--- config.mk ---
export PLATFORM = sky130hd
export DESIGN_NAME = disparity_window
export DESIGN_NICKNAME = d
export VERILOG_FILES = /design/src/rtl/disparity_pkg.sv /design/src/rtl/disparity_sat_add.sv /design/src/rtl/disparity_window.sv
export SDC_FILE = /design/constraint.sdc
export NUM_CORES = 1
export LEC_CHECK = 0
export CORE_MARGIN = 3
export CORE_UTILIZATION = 55
export CTS_CLUSTER_SIZE = 14
export DETAILED_ROUTE_END_ITERATION = 8
export DONT_BUFFER_PORTS = 1
export PLACE_DENSITY = 0.7
export SETUP_SLACK_MARGIN = 0.05
export SYNTH_ARGS = -nofsm -noshare
export SYNTH_HDL_FRONTEND = slang
export SYNTH_SLANG_ARGS = --single-unit
--- constraint.sdc ---
create_clock -name clk -period 2.9 [get_ports clk]
set_input_delay 0.145 -clock clk [delete_from_list [all_inputs] [get_ports clk]]
set_output_delay 0.145 -clock clk [all_outputs]
set_load 0.005 [all_outputs]
--- src/rtl/disparity_pkg.sv ---
// disparity_pkg
// Shared definitions for the line-code balance monitor.
//   state_e    : window FSM states (ACCUM, EMIT)
//   BYTE_BITS  : bits per byte
//   MAX_COUNT  : largest legal ones-count for one byte
//   DISP_MID   : ones-count of a perfectly balanced byte
package disparity_pkg;

    typedef enum logic {
        ACCUM = 1'b0,
        EMIT  = 1'b1
    } state_e;

    localparam int BYTE_BITS = 8;
    localparam int MAX_COUNT = 8;
    localparam int DISP_MID  = 4;

endpackage

--- src/rtl/disparity_sat_add.sv ---
// disparity_sat_add
// Combinational signed saturating add of an ACC_W-bit accumulator and a
// 5-bit signed per-byte disparity. Clamps to the most positive/negative
// ACC_W-bit value instead of wrapping.
// Ports:
//   acc_i  in  ACC_W  current accumulator (signed)
//   d_i    in  5      per-byte disparity (signed, -8..+8)
//   sum_o  out ACC_W  saturated acc_i + d_i (signed)
module disparity_sat_add #(
    parameter int ACC_W = 8
) (
    input  logic signed [ACC_W-1:0] acc_i,
    input  logic signed [4:0]       d_i,
    output logic signed [ACC_W-1:0] sum_o
);

    logic [ACC_W:0] sum_wide;

    // One guard bit: overflow shows up as the two top bits disagreeing.
    assign sum_wide = {acc_i[ACC_W-1], acc_i} + {{(ACC_W-4){d_i[4]}}, d_i};

    always_comb begin
        sum_o = sum_wide[ACC_W-1:0];
        if (sum_wide[ACC_W] != sum_wide[ACC_W-1]) begin
            if (sum_wide[ACC_W]) begin
                sum_o = {1'b1, {(ACC_W-1){1'b0}}};
            end else begin
                sum_o = {1'b0, {(ACC_W-1){1'b1}}};
            end
        end
    end

endmodule

--- src/rtl/disparity_window.sv ---
// disparity_window
// Accumulates per-byte ones-counts over WINDOW bytes and reports the window's
// total ones, saturated signed disparity (ones minus zeros), an out-of-range
// count error flag and an optional imbalance alarm.
// Build option: define DISPARITY_ALARM_EN to build the |disparity| >= THRESH
// comparator; otherwise out_alarm is tied low.
// Ports:
//   clk, rst        clock, synchronous active-high reset
//   in_valid/ready  input handshake, one_count[3:0] per byte
//   out_valid/ready result handshake
//   out_ones        total ones in the window
//   out_disparity   signed saturated disparity
//   out_err         some one_count in the window exceeded 8
//   out_alarm       |out_disparity| >= THRESH
//
// state | meaning
// ACCUM | accepting beats, building the window
// EMIT  | window result held until out_ready
module disparity_window
    import disparity_pkg::*;
#(
    parameter int WINDOW = 16,
    parameter int ACC_W  = 8,
    parameter int THRESH = 8,
    localparam int OW    = $clog2(8*WINDOW+1),
    localparam int BW    = $clog2(WINDOW)
) (
    input  logic                    clk,
    input  logic                    rst,
    input  logic                    in_valid,
    output logic                    in_ready,
    input  logic [3:0]              one_count,
    output logic                    out_valid,
    input  logic                    out_ready,
    output logic [OW-1:0]           out_ones,
    output logic signed [ACC_W-1:0] out_disparity,
    output logic                    out_err,
    output logic                    out_alarm
);

    if (WINDOW < 2 || WINDOW > 256) begin : g_bad_window
        $error("disparity_window: WINDOW out of range");
    end
    if (THRESH <= 0 || THRESH >= (2**(ACC_W-1))) begin : g_bad_thresh
        $error("disparity_window: THRESH out of range");
    end

    state_e                  state_q, state_d;
    logic [BW-1:0]           bcnt_q, bcnt_d;
    logic signed [ACC_W-1:0] acc_q, acc_d;
    logic [OW-1:0]           ones_q, ones_d;
    logic                    err_q, err_d;

    logic                    over;
    logic [3:0]              c;
    logic signed [4:0]       d;
    logic signed [ACC_W-1:0] acc_sum;

    assign over = one_count > 4'(MAX_COUNT);
    assign c    = over ? 4'(MAX_COUNT) : one_count;
    // 2*c - 8 == 2*(c - DISP_MID); range -8..+8 fits 5-bit signed.
    assign d    = signed'({1'b0, c[2:0], 1'b0} + {c[3], 4'b0000} - 5'(2*DISP_MID));

    disparity_sat_add #(.ACC_W(ACC_W)) u_sat_add (
        .acc_i (acc_q),
        .d_i   (d),
        .sum_o (acc_sum)
    );

    always_comb begin
        state_d   = state_q;
        bcnt_d    = bcnt_q;
        acc_d     = acc_q;
        ones_d    = ones_q;
        err_d     = err_q;
        in_ready  = 1'b0;
        out_valid = 1'b0;
        case (state_q)
            ACCUM: begin
                in_ready = 1'b1;
                if (in_valid) begin
                    acc_d  = acc_sum;
                    ones_d = ones_q + OW'(c);
                    err_d  = err_q | over;
                    if (bcnt_q == BW'(WINDOW-1)) begin
                        bcnt_d  = '0;
                        state_d = EMIT;
                    end else begin
                        bcnt_d = bcnt_q + 1'b1;
                    end
                end
            end
            EMIT: begin
                out_valid = 1'b1;
                if (out_ready) begin
                    acc_d   = '0;
                    ones_d  = '0;
                    err_d   = 1'b0;
                    state_d = ACCUM;
                end
            end
            default: state_d = ACCUM;
        endcase
    end

    always_ff @(posedge clk) begin
        if (rst) begin
            state_q <= ACCUM;
            bcnt_q  <= '0;
            acc_q   <= '0;
            ones_q  <= '0;
            err_q   <= 1'b0;
        end else begin
            state_q <= state_d;
            bcnt_q  <= bcnt_d;
            acc_q   <= acc_d;
            ones_q  <= ones_d;
            err_q   <= err_d;
        end
    end

    // Accumulators are frozen in EMIT, so they serve directly as the
    // held window result.
    assign out_ones      = ones_q;
    assign out_disparity = acc_q;
    assign out_err       = err_q;

`ifdef DISPARITY_ALARM_EN
    logic [ACC_W-1:0] acc_mag;
    // Unsigned magnitude: the most negative value maps to 2^(ACC_W-1).
    assign acc_mag   = acc_q[ACC_W-1] ? (~acc_q + 1'b1) : acc_q;
    assign out_alarm = acc_mag >= ACC_W'(THRESH);
`else
    assign out_alarm = 1'b0;
`endif

endmodule
# ---- Word-level counts from Yosys, hierarchy flattened
# Cells that the tools add are included.
dict set report op_classes {
  add_sub_neg 5
  n_lt_le_gt_ge 1
  n_eq_ne 4
  muxes 18
  bitwise_logic 2
  reduce_logical 2
}
# op n
set op_table {}
lappend op_table {{$mux 8} 5}
lappend op_table {{$pmux 8 s2} 2}
lappend op_table {{$add 8x5->9} 1}
lappend op_table {{$add 8x4->8} 1}
lappend op_table {{$mux 4} 2}
lappend op_table {{$mux 1} 7}
lappend op_table {{$add 4x5->5} 1}
lappend op_table {{$sub 5x4->5 const B} 1}
lappend op_table {{$add 4x1->4 const B} 1}
lappend op_table {{$eq 4x4->1 const B} 1}
lappend op_table {{$gt 4x4->1 const B} 1}
lappend op_table {{$ne 2x2->1 const B} 2}
lappend op_table {{$pmux 1 s2} 2}
lappend op_table {{$reduce_and 2->1} 2}
lappend op_table {{$ne 1x1->1} 1}
lappend op_table {{$not 1->1} 1}
lappend op_table {{$or 1x1->1} 1}
dict set report totals {
  regBits 22
  inputBits 8
  out_inout_bits 20
  wordCells 37
}

# ---- Depth between registers and ports, before layout
dict set report depth {
  depth_word 9
  ltp_mapped 14
  mapped_depth_nobuf 13
}

# ---- Modules after synthesis
# Synthesis repeated with hierarchy kept, for this count alone.
dict set report unflattened {
  cells_unflattened 203
  hier_area_um2 1654.1
}
# mod n_inst cells_per_inst area_each_um2 seq_area_each_um2
set modules_own_cells {}
lappend modules_own_cells {disparity_window 1 119 1032.2 440.4}
lappend modules_own_cells {disparity_sat_add 1 84 621.8 0.0}

# ---- Worst setup path after synthesis
# Ideal clock, no wire load.
dict set report synth_timing {
  kind {input -> register}
  from {input one_count[3]}
  to {register acc_q[1], in the netlist out_disparity[1]}
  setup_ns 0.075
  arrival_time_ns 2.321
  required_time_ns 2.825
  path_slack_ns 0.504
  path_stages 10
  path_buffers 1
  cell_sequence {buf_6 nor2_1 ha_1 nand2b_1 and4_1 a211o_2 ha_1 nor3_1 nand2_1 o21ai_0}
}
dict set report synth_via {
  elab_chain_len 9
  word_cells_on_any_way 10
  classes_between {add/sub (3); order compare (1); eq/ne (1); mux (5)}
}
# element line
set synth_lines {}
lappend synth_lines {{start, declared} disparity_window.sv:32} ;# input logic [3:0] one_count,
lappend synth_lines {{$gt 4x4->1} disparity_window.sv:59} ;# assign over = one_count > 4'(MAX_COUNT);
lappend synth_lines {{$mux 4 *} disparity_window.sv:60} ;# assign c = over ? 4'(MAX_COUNT) : one_count;
lappend synth_lines {{$add 4x5->5 *} disparity_window.sv:62} ;# assign d = signed'({1'b0, c[2:0], 1'b0} + {c[3], 4'b0000} - 5'(2*DISP_MID));
lappend synth_lines {{$sub 5x4->5 *} disparity_window.sv:62}
lappend synth_lines {{$add 8x5->9 *} disparity_sat_add.sv:20} ;# assign sum_wide = {acc_i[ACC_W-1], acc_i} + {{(ACC_W-4){d_i[4]}}, d_i};
lappend synth_lines {{$mux 8 / $ne 1x1->1 (equally long branches)} {disparity_sat_add.sv:25, disparity_sat_add.sv:24}}
lappend synth_lines {{$mux 8 *} disparity_sat_add.sv:24} ;# if (sum_wide[ACC_W] != sum_wide[ACC_W-1]) begin
lappend synth_lines {{$mux 8 *} disparity_window.sv:81} ;# if (in_valid) begin
lappend synth_lines {{$pmux 8 s2 *} disparity_window.sv:78} ;# case (state_q)
lappend synth_lines {{end signal, assigned} disparity_window.sv:110} ;# acc_q <= '0;
lappend synth_lines {{end signal, assigned} disparity_window.sv:116} ;# acc_q <= acc_d;
lappend synth_lines {{end, declared} disparity_window.sv:50} ;# logic signed [ACC_W-1:0] acc_q, acc_d;
# Every way passes the cells marked *; elsewhere a longest branch is shown, timed or not. The select of a mux whose other input is x is not followed.
# A chain may end at the register's enable or synchronous reset.

# ---- Final worst setup path
dict set report layout_timing {
  from {register acc_q[1], in the netlist out_disparity[1]}
  to {register acc_q[0], in the netlist out_disparity[0]}
}
dict set report layout_via {
  elab_chain_len 5
  word_cells_on_any_way 6
  classes_between {add/sub (1); eq/ne (1); mux (4)}
}
# element line
set layout_lines {}
lappend layout_lines {{$add 8x5->9 *} disparity_sat_add.sv:20}
lappend layout_lines {{$mux 8 / $ne 1x1->1 (equally long branches)} {disparity_sat_add.sv:25, disparity_sat_add.sv:24}}
lappend layout_lines {{$mux 8 *} disparity_sat_add.sv:24}
lappend layout_lines {{$mux 8 *} disparity_window.sv:81}
lappend layout_lines {{$pmux 8 s2 *} disparity_window.sv:78}
# Marked as above.

==> results.ini <==
[finish]
layout-drive-gt1-share=0.110
diodes=0
nets=186
stdcell_count=192
syn2layout_area_growth_pct=4.99

[clock_tree]
clockRootBuffer=clkbuf_4
numCtsBuffers=3
clk_pin_slew_ns=0.12
tritoncts=built
insertion_delay_ns=0.30
clock-sinks=22
cts-htree-levels=1
clockBufferDepth=2
cts_setup_buffers=0

[setup_path]
arrival_ns=2.80
cp.required_ns=3.07
slowest_delay_ns=0.37
path_cells=ha_1, ha_1, nor3_2, a211oi_2, a21o_1, a21oi_1, xnor2_1, ha_2, nor2b_1, o21ai_0, a32oi_1, nor2_1
cp-end-kind=flop
cp-start-kind=flop
crit_top_cell=ha_1
path_max_fanout=6
path_class=flop to flop
cpMaxStageDelayCell=dfxtp_1

[placed_design]
hpwl_um=2410
place_inst=186
place_congestion=0.815
io_buffer_count=0

[route]
wl_per_cell_um=17.3
drc_errors=0
vias_per_cell=6.48
ant_nets=0
routed-via-count=1244
dr.pass1.iters=4
first_iter_violations=55
wl_um=3320

[floorplanning]
fp-row-count=17
start_util=0.611
die_width_um=57.0
die_y_um=57.0
io_pins=28
die-area_um2=3250
core_area_um2=2340

[global_routing]
antenna_found_initial=0
grt_overflow=0
use_met1=0.261
grt_pass1_vias=1247
grt_util_met3=0.0385
gr-usage-met2=0.343
grt_max_degree=19
grt_pass1_wl_um=5420
busiest_layer=met2
track_usage=0.205

[sta]
max_freq_ghz=0.382
slew_viol_final=0
fin_setup_tns_ns=0
fin_crit_ns=2.62
setup_viol=0
finalHoldViolCount=0
rsz0062_at_grt=no
fin_worst_skew_ns=0.00265
period_share=0.904
tightest_slew_ns=0.735
slew_headroom=0.509

[power]
ir_worst_vdd_uv=352
power-per-cell-area_nw_per_um2=546
seqPwrFrac=0.467
clkPwrFrac=0.206
total_leakage_power_nw=0.625
p_sw_frac=0.350
internal_power_mw=0.532
netSwitchingPower_mw=0.287
combinationalPowerShare=0.327

[yosys]
synth_warnings=0
synth_top_area_share=0.308
yosys-top-cells-count=dfxtp_1 (22), nand2_1 (15), a21oi_1 (14)
ys.flop_type=dfxtp_1
synth_cell_types=48
syn_inst=164
synthesis.area_um2=1430
yosysMostFrequentCell=dfxtp_1
synth_area_leaders=dfxtp_1 (31%), ha_1 (11%), a21oi_1 (4.9%)
synth-seq-cells=22
synth_top_area_cell=dfxtp_1
synth_enable_flop_cells=0
synthArstFlopShare=0
ys_seq_area_frac=0.308
synth_nets=185
synth_area_per_cell_um2=8.71

[run_status]
status=finished, final reports clean

[hold_path]
min_path_type=input pin to flop

[flow_run]
cap_violations=0

==> worst max-delay path: cells and delay by family (launching register included) <==
family | cells | cell delay (ns)
flip-flops | 1 | 0.37
XOR/XNOR | 1 | 0.18
AND/OR/NAND/NOR | 3 | 0.37
adder cells (fa/ha/maj) | 3 | 0.83
AO/OA/AOI/OAI | 5 | 0.76
==> flip-flops by register name, indices dropped and copies added (netlist names) <==
name / flops
out_disparity: 8
out_err: 1
out_ones: 8
state_q: 1
bcnt_q: 4
==> path summary, 6_finish.rpt <==
path | from | to | slack (ns) | cells after the start
max | out_disparity[1]$_SDFFE_PP0P_ | out_disparity[0]$_SDFFE_PP0P_ | 0.28 | 12
min | one_count[3] | out_err$_SDFFE_PP0P_ | 0.005 | 2
max reg2reg | out_disparity[1]$_SDFFE_PP0P_ | out_disparity[0]$_SDFFE_PP0P_ | 0.28 | 12
min reg2reg | out_err$_SDFFE_PP0P_ | out_err$_SDFFE_PP0P_ | 0.50 | 2
==> metal layers <==
metal / wire [µm] / vias up
met5: 0 / -
met4: 59 / 0
met3: 200 / 6
met2: 1570 / 44
met1: 1480 / 578
li1: - / 616
==> cell type report <==
class	count	area, µm²
clock buffers	4	36.3
flip-flops and latches	22	442
inverters	3	11.3
multi-input cells	132	948
well taps	28	35.0
repair buffers	3	27.5
fillers	214	840
==> cells in the final DEF, fill, tap and decap left out, drive strengths merged, types with 4 or more instances in the layout <==
master	Yosys	routed
a32oi	4	4
xnor2	4	4
nand3	4	4
a22oi	5	5
nand2	15	15
nor2	12	12
ha	13	13
nand4b	4	4
nor3	6	6
a31oi	4	4
o21ai	4	4
xor2	6	6
dfxtp	22	22
a21oi	15	15
nand2b	4	4
clkbuf	1	4
==> through the flow <==
stage / hold WS [ns] / area, µm² / power [mW] / setup slack (ns) / util
6_report: 0.00521 / 1500 / 0.820 / 0.279 / 0.641
5_1_grt: 0.0178 / 1500 / 0.879 / 0.0921 / 0.641
4_1_cts: 0.000740 / 1490 / 0.813 / 0.208 / 0.635
3_5_place_dp: 0.219 / 1430 / 0.638 / 0.253 / 0.611
3_3_place_gp: 0.217 / 1430 / 0.630 / 0.378 / 0.611
2_1_floorplan: 0.315 / 1430 / 0.587 / 0.504 / -
==> logic make-up (layout without fill, tap and decap cells) <==
group / Yosys count / in the layout / share of synthesized area
compound gates: 48 / 48 / 0.250
xor+xnor: 10 / 10 / 0.0613
simple gates: 59 / 59 / 0.221
flops: 22 / 22 / 0.308
mux: 1 / 1 / 0.00701
other cells: 1 / 1 / 0.00262
fa+ha+maj: 13 / 13 / 0.114
buf+inv: 10 / 10 / 0.0368
==> power groups by stage <==
stage	Sequential (mW)	Combinational [mW]	Clock (mW)
2_1_floorplan	0.374	0.213	0
6_report	0.383	0.268	0.169
3_3_place_gp	0.388	0.242	0
4_1_cts	0.382	0.258	0.174
5_1_grt	0.388	0.302	0.189
3_5_place_dp	0.388	0.249	0
==> timing repair <==
action,CTS,global route
hold buffers,2,0
endpoints found under the hold margin,18,0
setup endpoints to repair,0,5
resized for setup,0,4
No activity file was read; power rests on OpenSTA's default activity.
